**config.mk**
```make
export PLATFORM = sky130hd
export DESIGN_NAME = mem_wb_stage
export DESIGN_NICKNAME = d
export VERILOG_FILES = /design/src/rtl/mem_wb_stage.sv
export SDC_FILE = /design/constraint.sdc
export NUM_CORES = 1
export LEC_CHECK = 0
export ABC_AREA = 1
export CAP_MARGIN = 40
export CORE_MARGIN = 1.5
export CORE_UTILIZATION = 30
export CTS_CLUSTER_SIZE = 28
export DETAILED_ROUTE_END_ITERATION = 12
export GPL_ROUTABILITY_DRIVEN = 0
export SLEW_MARGIN = 20
export SYNTH_ARGS = -nofsm -noshare
export SYNTH_HDL_FRONTEND = slang
export SYNTH_SLANG_ARGS = --single-unit
export TNS_END_PERCENT = 10
```
**constraint.sdc**
```tcl
create_clock -name clk -period 2 [get_ports clk]
set_clock_uncertainty 0.05 [all_clocks]
set_input_delay 0.2 -clock clk [delete_from_list [all_inputs] [get_ports clk]]
set_output_delay 0.2 -clock clk [all_outputs]
set_load 0.02 [all_outputs]
```
**src/rtl/mem_wb_stage.sv**
```systemverilog
// MEM/WB pipeline register and writeback formatter.
// Captures the MEM-stage result, extracts and extends load bytes/halfwords,
// picks the writeback source and drives the register-file write port, which
// doubles as the forwarding copy of the pending write.
module mem_wb_stage #(
    parameter int DW = 32,
    parameter int AW = 5
) (
    input  logic          clk,
    input  logic          rst_n,
    input  logic          stall,
    input  logic          flush,
    input  logic          m_valid,
    input  logic          m_regwr,
    input  logic [AW-1:0] m_rd,
    input  logic [1:0]    m_wbsel,
    input  logic [2:0]    m_ldtype,
    input  logic [DW-1:0] m_alu,
    input  logic [DW-1:0] m_rdata,
    input  logic [DW-1:0] m_pc,
    output logic [AW-1:0] rf_a3,
    output logic [DW-1:0] rf_wd,
    output logic          rf_wr,
    output logic          fwd_vld,
    output logic          align_err,
    output logic [31:0]   retire_cnt
);

    localparam logic [1:0] WB_ALU = 2'b00;
    localparam logic [1:0] WB_MEM = 2'b01;
    localparam logic [1:0] WB_PC8 = 2'b10;

    localparam logic [2:0] LD_LB  = 3'b001;
    localparam logic [2:0] LD_LBU = 3'b010;
    localparam logic [2:0] LD_LH  = 3'b011;
    localparam logic [2:0] LD_LHU = 3'b100;

    // Extend an 8-bit value to the datapath width, signed or unsigned.
    function automatic logic [DW-1:0] ext8(input logic [7:0] b, input logic sgn);
        return {{(DW-8){sgn & b[7]}}, b};
    endfunction

    // Extend a 16-bit value to the datapath width, signed or unsigned.
    function automatic logic [DW-1:0] ext16(input logic [15:0] h, input logic sgn);
        return {{(DW-16){sgn & h[15]}}, h};
    endfunction

    logic [AW-1:0] rf_a3_q,      rf_a3_d;
    logic [DW-1:0] rf_wd_q,      rf_wd_d;
    logic          rf_wr_q,      rf_wr_d;
    logic          align_err_q;
    logic [31:0]   retire_cnt_q;

    logic [1:0]    off;
    logic          is_b, is_h, is_w, sgn;
    logic          misalign;
    logic [7:0]    ld_byte;
    logic [15:0]   ld_half;
    logic [DW-1:0] ld_data;

    // Decode the load format, extract the addressed byte/halfword and pick the writeback value.
    always_comb begin
        off      = m_alu[1:0];
        is_b     = (m_ldtype == LD_LB) || (m_ldtype == LD_LBU);
        is_h     = (m_ldtype == LD_LH) || (m_ldtype == LD_LHU);
        is_w     = ~(is_b | is_h);
        sgn      = (m_ldtype == LD_LB) || (m_ldtype == LD_LH);

        case (off)
            2'd0:    ld_byte = m_rdata[7:0];
            2'd1:    ld_byte = m_rdata[15:8];
            2'd2:    ld_byte = m_rdata[23:16];
            default: ld_byte = m_rdata[31:24];
        endcase
        ld_half = off[1] ? m_rdata[31:16] : m_rdata[15:0];

        if (is_b)      ld_data = ext8(ld_byte, sgn);
        else if (is_h) ld_data = ext16(ld_half, sgn);
        else           ld_data = m_rdata;

        misalign = (m_wbsel == WB_MEM) & ((is_w & (off != 2'd0)) | (is_h & off[0]));

        case (m_wbsel)
            WB_MEM:  rf_wd_d = ld_data;
            WB_PC8:  rf_wd_d = m_pc + DW'(8);
            WB_ALU:  rf_wd_d = m_alu;
            default: rf_wd_d = m_alu;
        endcase

        rf_a3_d = m_rd;
        rf_wr_d = m_valid & m_regwr & (m_rd != '0) & ~misalign;
    end

    // WB register: reset clears everything, flush inserts a bubble, stall holds, otherwise capture.
    always_ff @(posedge clk or negedge rst_n) begin
        if (!rst_n) begin
            rf_a3_q      <= '0;
            rf_wd_q      <= '0;
            rf_wr_q      <= 1'b0;
            align_err_q  <= 1'b0;
            retire_cnt_q <= '0;
        end else if (flush) begin
            rf_a3_q <= '0;
            rf_wd_q <= '0;
            rf_wr_q <= 1'b0;
        end else if (!stall) begin
            rf_a3_q      <= rf_a3_d;
            rf_wd_q      <= rf_wd_d;
            rf_wr_q      <= rf_wr_d;
            align_err_q  <= align_err_q | (m_valid & misalign);
            retire_cnt_q <= retire_cnt_q + {31'd0, m_valid};
        end
    end

    assign rf_a3      = rf_a3_q;
    assign rf_wd      = rf_wd_q;
    assign rf_wr      = rf_wr_q;
    assign fwd_vld    = rf_wr_q;
    assign align_err  = align_err_q;
    assign retire_cnt = retire_cnt_q;

endmodule

```
==> metrics.yaml <==
status:
  outcome: "finished, final reports clean"
grt:
  grt_pass1_wl_um: 35300
  use_met3: 0.0423
  top_usage_layer: "met2"
  grt_overflow: 0
  antenna_found_initial: 1
  grt_max_degree: 39
  grt_pass1_vias: 7004
  grtUsageMet2: 0.352
  use_met1: 0.288
  track_usage: 0.220
clocking:
  cts-root-buf: "clkbuf_16"
  clk_pin_slew_ps: 60
  cts_tree: "built"
  h-tree-depth: 3
  clockBufferDepth: 2
  clk_latency_ps: 340
  cts_buffers: 9
  cts.sinks: 71
sta:
  period_needed_ps: 1850
  fin_crit_sh: 0.923
  max_freq_ghz: 0.542
  tightest_slew_ps: 495
  whs_ps: 314
  max-slew-margin-rel: 0.670
  hold_viol_final: 0
  fin_tns_setup_ps: 0
  finalSetupViolations: 0
  worst_slack_ps: 154
  slew_viol_final: 0
yosys:
  yosys_warnings: 0
  yosysTopAreaCell: "dfrtp_1"
  ys_seq_area_frac: 0.299
  netlist_top_cells_count: "nand2_1 (407), nor2_1 (154), nand3_1 (99)"
  syn_inst: 1002
  synthTopCellsByArea: "dfrtp_1 (30%), nand2_1 (26%), nor2_1 (9.7%)"
  synth_cell_type_count: 31
  synthesis.area_um2: 5930
  yosysMostFrequentCell: "nand2_1"
  synth_top_area_frac: 0.299
  syn-num-nets: 1119
  synth-edff-count: 0
  synthArstFlopShare: 1.00
  synth-main-ff-cell: "dfrtp_1"
  syn_area_per_cell_um2: 5.92
  synth_seq_cells: 71
placement:
  dp.cells: 1490
  place_ws_ps: -204
  hpwlAfterDp_um: 17900
  io_buffers: 183
worst_setup_path:
  worstPathMaxFanout: 4
  r2r_start: "retire_cnt[0]$_DFFE_PN0P_"
  cp_top_family: "simple AND/OR/NAND/NOR gates"
  worst-r2r-cell-count: 11
  worstPathCellList: "ha_2 -> ha_1 -> nand3_1 -> nor2_2 -> nand2_2 -> nor2_4 -> nand2_4 -> nor2_4 -> nand2_2 -> o21ai_2 -> nand2_1"
  cp-end-kind: "flip-flop"
  arrival_ps: 2020
  crit_required_ps: 2170
  crit_slowest_cell: "dfrtp_1"
  r2r_end: "retire_cnt[24]$_DFFE_PN0P_"
  critPathMaxStageDelay_ps: 370
  crit_buf_inv: 0
  start_kind: "flip-flop"
  worst-setup-path-type: "reg -> reg"
  r2r_setup_slack_ps: 150
power:
  sequentialPowerShare: 0.340
  power.leakage_nw: 4.25
  p_int_w: 0.00329
  p_total_w: 0.00491
  p_switching_w: 0.00161
  power_density_nw_per_um2: 555
  swShare: 0.329
  peakVddDrop_mv: 0.394
  clock_power_share: 0.326
  combinationalPowerShare: 0.334
drt:
  vias: 7156
  drtIter0Drc: 482
  postRouteAntennaNets: 0
  drc: 0
  vias_per_cell: 4.75
  drt_pre_antenna_iters: 5
  routedWlPerCell_um: 14.7
  drt-total-wl_um: 22100
final_layout:
  stdcell_count: 1508
  fin_nets: 1355
  antenna_cells: 0
  final_layout_size_suffix_gt1_frac: 0.109
  area_growth_pct: 49.0
floorplanning:
  fp.dieH_um: 144
  core_um2: 19400
  die_w_um: 144
  die_area_um2: 20600
  start_util: 0.306
  placementRows: 51
  num_io_pins: 184
flow_run:
  cap_viol_max_count: 0
worst_hold_path:
  hp-class: "in -> async"
-- cells by family after synthesis --
logic type      count (synthesis)  share of synthesized area
simple gates                  725                      0.518
buf+inv                       122                     0.0848
flops                          71                      0.299
compound gates                 54                     0.0502
xor+xnor                       25                     0.0369
fa+ha+maj                       5                     0.0105
-- power by group through the flow --
stage          clock network (W)  logic [W]  registers [W]
2_1_floorplan                  0   0.000626        0.00182
3_3_place_gp                   0    0.00163        0.00169
3_5_place_dp                   0    0.00164        0.00169
4_1_cts                  0.00165    0.00164        0.00167
5_1_grt                  0.00168    0.00180        0.00168
6_report                 0.00160    0.00164        0.00167
-- flip-flops by register name (all words and copies together), names as in the netlist --
signal	flops
align_err	1
fwd_vld	1
retire_cnt	32
rf_a3	5
rf_wd	32
-- through the flow --
stage / area, um2 / util
global route: 8840 / 0.456
detailed placement: 8520 / 0.439
finish: 8840 / 0.456
CTS: 8820 / 0.455
global placement: 8520 / 0.439
floorplan: 5930 / -
-- metal layers --
metal	vias to the layer above	part of all wire
li1	3603	-
met1	3192	0.44
met2	302	0.45
met3	59	0.074
met4	0	0.037
met5	-	0
-- final cells by class --
| type | count | area, um2 |
|---|---|---|
| Sequential cell | 71 | 1780 |
| Clock buffer | 13 | 250 |
| Timing Repair Buffer | 259 | 2440 |
| Clock inverter | 3 | 42.5 |
| Multi-Input combinational cell | 809 | 3670 |
| Fill cell | 2080 | 10600 |
| Tap cell | 265 | 332 |
| Inverter | 88 | 330 |
-- worst max path at each step --
stage                              start  depth (start not counted)  slack (ps)                          to
2_1_floorplan  retire_cnt[0]$_DFFE_PN0P_                         11          50  retire_cnt[24]$_DFFE_PN0P_
4_1_cts        retire_cnt[0]$_DFFE_PN0P_                         11         130  retire_cnt[24]$_DFFE_PN0P_
3_5_place_dp                     m_valid                         12        -200  retire_cnt[24]$_DFFE_PN0P_
3_3_place_gp                     m_valid                         12        -180  retire_cnt[24]$_DFFE_PN0P_
5_1_grt        retire_cnt[0]$_DFFE_PN0P_                         11          -5  retire_cnt[24]$_DFFE_PN0P_
6_report       retire_cnt[0]$_DFFE_PN0P_                         11         150  retire_cnt[24]$_DFFE_PN0P_
-- what timing repair did --
item,in CTS,in global routing
hold buffers,1,0
hold endpoints to repair,35,0
setup endpoints to repair,0,1
resized for setup,0,3
buffers inserted,0,1
-- cell usage in the layout (no fill, tap or decap), types with 18 or more instances in the layout --
| cell type | instances |
|---|---|
| nor2_1 | 153 |
| nand3_1 | 99 |
| dfrtp_1 | 71 |
| nor3_1 | 18 |
| inv_1 | 78 |
| nand2_1 | 406 |
| clkdlybuf4s50_1 | 182 |
| buf_4 | 73 |
| o21ai_0 | 21 |
| xor2_1 | 18 |
(Power assumes the default switching activity.)
